`config.mk`:
```
export PLATFORM = sky130hd
export DESIGN_NAME = tile_render_scheduler
export DESIGN_NICKNAME = d
export VERILOG_FILES = /design/src/rtl/tile_render_scheduler.sv
export SDC_FILE = /design/constraint.sdc
export NUM_CORES = 1
export LEC_CHECK = 0
export CAP_MARGIN = 15
export CORE_MARGIN = 10
export CORE_UTILIZATION = 46
export CTS_CLUSTER_SIZE = 8
export DETAILED_ROUTE_END_ITERATION = 6
export PLACE_DENSITY = 0.87
export SYNTH_ARGS = -nofsm -noshare
export SYNTH_HDL_FRONTEND = slang
export SYNTH_SLANG_ARGS = --single-unit
```
`constraint.sdc`:
```
create_clock -name clk -period 4 [get_ports clk]
set_input_delay 0.6 -clock clk [delete_from_list [all_inputs] [get_ports clk]]
set_output_delay 0.6 -clock clk [all_outputs]
set_load 0.03 [all_outputs]
```
`src/rtl/tile_render_scheduler.sv`:
```
// Tile render scheduler: walks the tile map and feeds one 8x8 sprite draw per tile,
// arbitrating between full-board sweeps and single-tile updates for the one drawer.
module tile_render_scheduler #(
  parameter int GRID_W     = 20,
  parameter int GRID_H     = 15,
  parameter int TILE_SHIFT = 3
) (
  input  logic       clk,
  input  logic       resetn,
  input  logic       i_full_redraw,
  input  logic       i_upd_valid,
  output logic       o_upd_ready,
  input  logic [4:0] i_upd_col,
  input  logic [3:0] i_upd_row,
  output logic       o_upd_err,
  output logic [8:0] o_map_addr,
  input  logic [2:0] i_map_data,
  output logic       o_draw_go,
  output logic [7:0] o_draw_x,
  output logic [6:0] o_draw_y,
  output logic [2:0] o_draw_sprite,
  input  logic       i_draw_done,
  output logic       o_busy,
  output logic       o_frame_done
);

  // state     | meaning
  // S_IDLE    | waiting for a redraw or a single-tile update
  // S_FETCH   | map address presented to the tile RAM
  // S_WAIT    | RAM data valid, capture sprite id and pixel anchor
  // S_ISSUE   | draw_go pulse to the drawer
  // S_WAIT_DONE | waiting for draw_done from the drawer
  typedef enum logic [2:0] {
    S_IDLE,
    S_FETCH,
    S_WAIT,
    S_ISSUE,
    S_WAIT_DONE
  } state_t;

  localparam logic [4:0] LP_COL_MAX = 5'(GRID_W - 1);
  localparam logic [3:0] LP_ROW_MAX = 4'(GRID_H - 1);

  state_t     r_state;
  state_t     w_next;
  logic       r_pending;
  logic       r_sweep;
  logic [4:0] r_col;
  logic [3:0] r_row;
  logic [7:0] r_draw_x;
  logic [6:0] r_draw_y;
  logic [2:0] r_draw_sprite;
  logic       r_upd_err;
  logic       r_frame_done;

  logic w_sweep_start;
  logic w_upd_take;
  logic w_upd_bad;
  logic w_last_tile;
  logic w_tile_done;

  assign w_sweep_start = (r_state == S_IDLE) && (r_pending || i_full_redraw);
  assign w_upd_take    = (r_state == S_IDLE) && !w_sweep_start && i_upd_valid;
  assign w_upd_bad     = (i_upd_col > LP_COL_MAX) || (i_upd_row > LP_ROW_MAX);
  assign w_last_tile   = (r_col == LP_COL_MAX) && (r_row == LP_ROW_MAX);
  assign w_tile_done   = (r_state == S_WAIT_DONE) && i_draw_done;

  always_ff @(posedge clk) begin
    if (!resetn) begin
      r_state       <= S_IDLE;
      r_pending     <= 1'b0;
      r_sweep       <= 1'b0;
      r_col         <= '0;
      r_row         <= '0;
      r_draw_x      <= '0;
      r_draw_y      <= '0;
      r_draw_sprite <= '0;
      r_upd_err     <= 1'b0;
      r_frame_done  <= 1'b0;
    end else begin
      r_state      <= w_next;
      r_upd_err    <= w_upd_take && w_upd_bad;
      r_frame_done <= w_tile_done && r_sweep && w_last_tile;

      // A request arriving while a sweep starts is absorbed by that sweep.
      if (w_sweep_start)
        r_pending <= 1'b0;
      else if (i_full_redraw)
        r_pending <= 1'b1;

      if (w_sweep_start) begin
        r_sweep <= 1'b1;
        r_col   <= '0;
        r_row   <= '0;
      end else if (w_upd_take && !w_upd_bad) begin
        r_sweep <= 1'b0;
        r_col   <= i_upd_col;
        r_row   <= i_upd_row;
      end else if (w_tile_done && r_sweep && !w_last_tile) begin
        if (r_col == LP_COL_MAX) begin
          r_col <= '0;
          r_row <= r_row + 4'd1;
        end else begin
          r_col <= r_col + 5'd1;
        end
      end

      if (r_state == S_WAIT) begin
        r_draw_sprite <= i_map_data;
        r_draw_x      <= 8'(r_col) << TILE_SHIFT;
        r_draw_y      <= 7'(r_row) << TILE_SHIFT;
      end
    end
  end

  always_comb begin
    w_next        = r_state;
    o_upd_ready   = 1'b0;
    o_draw_go     = 1'b0;
    o_busy        = (r_state != S_IDLE);
    o_map_addr    = 9'(r_row) * 9'(GRID_W) + 9'(r_col);
    o_draw_x      = r_draw_x;
    o_draw_y      = r_draw_y;
    o_draw_sprite = r_draw_sprite;
    o_upd_err     = r_upd_err;
    o_frame_done  = r_frame_done;
    case (r_state)
      S_IDLE: begin
        o_upd_ready = !r_pending && !i_full_redraw;
        if (w_sweep_start || (w_upd_take && !w_upd_bad))
          w_next = S_FETCH;
      end
      S_FETCH: w_next = S_WAIT;
      S_WAIT:  w_next = S_ISSUE;
      S_ISSUE: begin
        // Gated so a tile abandoned by reset never fires the drawer.
        o_draw_go = resetn;
        w_next    = S_WAIT_DONE;
      end
      S_WAIT_DONE: begin
        if (i_draw_done)
          w_next = (!r_sweep || w_last_tile) ? S_IDLE : S_FETCH;
      end
      default: w_next = S_IDLE;
    endcase
  end

endmodule
```
Word-level counts from Yosys, hierarchy flattened

Index checks and enable logic that the tools add are counted.

Bits in registers: 28
Bits of input ports: 17
Output and inout bits: 32
Word-level logic and storage cells: 68

Add/subtract/negate cells: 3
$mul: 1
Magnitude comparators: 2
Equal/unequal tests: 8
Muxes and demuxes: 14
Bitwise gates (word level): 1
Reductions and logical operators: 29

Operators with widths:

| cell                | count |
|---|---|
| $mux 5              | 3 |
| $pmux 3 s5          | 1 |
| $mux 4              | 3 |
| $logic_and 1x1->1   | 11 |
| $add 9x5->9         | 1 |
| $mul 4x3->7 const B | 1 |
| $eq 3x2->1 const B  | 2 |
| $logic_not 1->1     | 6 |
| $mux 3              | 2 |
| $reduce_bool 2->1   | 3 |
| $add 5x1->5 const B | 1 |
| $eq 5x5->1 const B  | 1 |
| $gt 5x5->1 const B  | 1 |
| $mux 1              | 5 |
| $add 4x1->4 const B | 1 |
| $eq 4x4->1 const B  | 1 |
| $gt 4x4->1 const B  | 1 |
| $logic_or 1x1->1    | 4 |
| $reduce_and 2->1    | 2 |
| $eq 3x1->1 const B  | 1 |
| $eq 3x3->1 const B  | 1 |
| $logic_not 3->1     | 1 |
| $reduce_bool 3->1   | 1 |
| $ne 2x1->1 const B  | 1 |
| 3 further kinds     | 3 |

Logic depth before layout (Yosys ltp)

Word-level depth: 9
Depth in mapped cells: 8
Gate-level depth less buffers: 8

Worst setup path before layout

OpenSTA, ideal clock, no wires.

Path kind: flip-flop to output port
Start: register r_row[1]
End: output port o_map_addr[8]
Data arrival time: 2.308 ns
Setup slack: 1.092 ns
Stages on the path, launching flop included: 9
Cells stage by stage: dfxtp_1 ha_1 ha_1 fa_1 nand2_1 o21bai_1 nor2_1 xor2_1 o22ai_1

Cells in the longest elaborated chain, start to end: 2

RTL lines:

| element                  | RTL line | text |
|---|---|---|
| start: declaration       | 49       | `logic [3:0] r_row;` |
| start signal: assignment | 98       | `r_row <= i_upd_row;` |
| start signal: assignment | 102      | `r_row <= r_row + 4'd1;` |
| $mul 4x3->7              | 121      | `o_map_addr = 9'(r_row) * 9'(GRID_W) + 9'(r_col);` |
| $add 9x5->9              | 121      |  |
| end: declaration         | 16       | `output logic [8:0] o_map_addr,` |

Every way passes these cells.

Worst setup path in the final report

Start: register r_row[1]
End: output port o_map_addr[7]

The elaborated chain is that of the path after synthesis.

==> summary.md <==
| Metric | Value |
|---|---|
| Status | `finished clean` |
| Worst Skew | `0.00157 ns` |
| Clock sink count | `28` |
| Yosys cell types | `a little over 40` |
| First-pass GRT wire length | `6.71 mm` |
| FF+latch area | `approximately 560 um^2` |
| Cell Area, Placed | `2080 um^2` |
| Number of synthesized flops with an enable pin | `0` |
| CTS root buffer | `clkbuf_4` |
| Fin cells | `282` |
| Placed cells | `278` |
| H-tree depth | `1` |
| RSZ-0062 raised after global routing | `false` |
| Nets | `approximately 270` |
| Dominant cells by area after synthesis | `dfxtp_1, nand2_1, ha_1` |
| Type of origin of the critical path | `flip-flop` |
| Setup tns final | `0 ns` |
| DRT Wirelength | `around 4.0 mm` |
| Total congestion overflow | `0` |
| DR pass1 iterations | `4` |
| Most frequent cell after synthesis | `nand2_1` |
| Period utilisation layout | `about 88%` |
| Design area | `between 2000 and 2500 um^2` |
| Die Footprint | `6380 um^2` |
| Chip height | `79.9 um` |
| Worst Setup End Kind | `primary output` |
| Wire length per cell | `14.0 um` |
| Max-cap viol count | `0` |
| Starting Density | `48.7%` |
| Crit-path slowest cell | `clkdlybuf4s50_1` |
| Gr usage total | `12.8%` |
| Routed vias/inst | `5.21` |
| Worst-Skew Late Latency | `0.34 ns` |
| Pwr Density | `between 300 and 400 nW/um^2` |
| TritonCTS clock tree | `yes` |
| DRC errors left | `0` |
| Post-synthesis sequential area ratio | `34.0%` |
| WP data arrival | `2.94 ns` |
| Cell Area, Synth | `about 1600 um^2` |
| Core area | `approximately 3400 um^2` |
| Worst-path clk slew | `0.15 ns` |
| Layout cells sized above 1 | `5.08%` |
| Pleak | `0.808 nW` |
| FP Rows | `21` |
| Max-slew violations | `0` |
| # IOs | `49` |
| CTS Hold Buffers Added | `0` |
| Hold Vio Cnt, Final | `0` |
| Antenna cell count | `0` |
| Post-DP HPWL | `about 3 mm` |
| Maximum vdd drop | `roughly 0.17 mV` |
| Via count | `approximately 1,500` |
| ANT nets after route | `0` |
| Post-synth ARST share | `0%` |
| Final critical-path required period | `3.54 ns` |
| Synth top area share | `34.0%` |
| Main synth FF type | `dfxtp_1` |
| Syn_area_per_cell | `8.41 um^2` |
| Core Util, Final | `between 60% and 70%` |
| Worst slack, placed | `between 0.6 and 0.7 ns` |
| WP data required | `3.40 ns` |
| RD Place Congestion | `0.847` |
| Max Freq | `283 MHz` |
| Vias in the first global route | `approximately 1,500` |
| CP Cell Sequence | `ha_1 -> ha_1 -> fa_1 -> nand2_1 -> nor2_1 -> xnor2_1 -> clkdlybuf4s50_1` |
| Die X-Extent | `79.9 um` |
| Post-synth top area cell | `dfxtp_1` |
| Fill count | `approximately 300` |
| Crit path kind | `reg -> out` |
| Largest net degree at the start of global routing | `21` |
| Top cells by count, synth | `nand2_1, dfxtp_1, nor2_1` |
| Multi-input logic area | `1010 um^2` |
| Worst setup margin | `around 0.46 ns` |
| Worst Path Buf+Inv | `1` |
| Initial DRC count | `98` |
| Worst hold path class | `reg -> reg` |
| Initial antenna violation count | `0` |
| Critical Path Most Common Cell | `ha_1` |
| Final setup fails | `0` |
| Delay-heaviest family, CP | `adder cells` |
| Crit Path Max Fanout | `8` |
| I/O Buffers | `42` |
| Syn Inst Count | `196` |
| Max Root-Sink Buffers | `2` |
| Flops & latches, synth | `28` |
| Num CTS Buffers | `3` |
| Synth warnings | `0` |
| Max incr delay on CP | `slightly below 0.7 ns` |
| Synthesis-to-finish area growth | `29.4%` |
-- layer usage --
metal / routed length (um) / up-vias / track usage, %
li1: - / 746 / -
met1: 1730 / 663 / 14.9
met2: 1790 / 57 / 21.0
met3: 405 / 4 / 4.84
met4: 29 / 0 / 4.40
met5: 0 / - / 0
-- worst min-delay path, delay by kind of cell, from the launching register on --
family	cells	cell delay [ns]
flops	1	0.34
compound gates	1	0.06
simple gates	1	0.04
-- flip-flops by register name, indices dropped and copies added, names as in the netlist, 3 cells and up --
name	count
o_draw_x	5
r_state	3
r_row	4
o_draw_y	4
o_draw_sprite	3
r_col	5
-- per-stage QoR --
stage	power (mW)	hold WS [ns]
floorplan	0.422	0.483
global placement	0.476	0.448
detailed placement	0.477	0.455
CTS	0.667	0.475
global route	0.698	0.488
finish	0.662	0.470
-- power by group --
group	total (mW)	internal, mW	switching (mW)
Clock	0.189	0.102	0.0879
Combinational	0.164	0.0672	0.0970
Sequential	0.309	0.292	0.0162
Total	0.662	0.461	0.201
-- placed cells by master, fill, tap and decap left out, types with 2 or more instances in the layout --
cell / count
clkdlybuf4s50_1: 41
nand2_1: 37
dfxtp_1: 28
nor2_1: 15
a21boi_0: 12
a21oi_1: 10
ha_1: 10
xnor2_1: 9
inv_1: 7
conb_1: 6
nor2b_1: 4
o21ai_0: 4
and2_1: 4
nand4_1: 4
nor3b_1: 3
nand3_1: 3
clkbuf_4: 3
nor3_1: 2
o21bai_1: 2
xor2_1: 2
o22ai_1: 2
and3_1: 2
mux2i_1: 2
a211oi_1: 2
a22oi_1: 2
fa_1: 2
-- what timing repair did --
item	in CTS	in global routing
buffers inserted	0	0
endpoints found under the setup margin	0	1
resized for setup	0	1
-- worst paths after layout --
| kind | startpoint | end | slack (ns) | cells after the start |
|---|---|---|---|---|
| setup / recovery | r_row[1] | o_map_addr[7] | 0.46 | 7 |
| hold reg to reg | o_draw_x[4] | o_draw_x[4] | 0.47 | 2 |
| hold / removal | o_draw_x[4] | o_draw_x[4] | 0.47 | 2 |
| setup reg to reg | r_row[0] | r_row[3] | 1.95 | 7 |
-- logic make-up after synthesis --
family	share of synthesized area, %
AO/OA/AOI/OAI	16.9
XOR/XNOR	5.84
adder cells (fa/ha/maj)	10.0
buffers and inverters	6.15
flip-flops	34.0
multiplexers	1.90
other	0.227
AND/OR/NAND/NOR	25.0
-- cell type report --
cell class,count,share of cell area (%)
clock buffers,3,1.06
clock inverters,1,1.41
inverters,7,1.23
multi-input cells,154,47.2
flip-flops and latches,28,26.3
well taps,46,2.70
repair buffers,43,20.2
(Power assumes the default switching activity.)
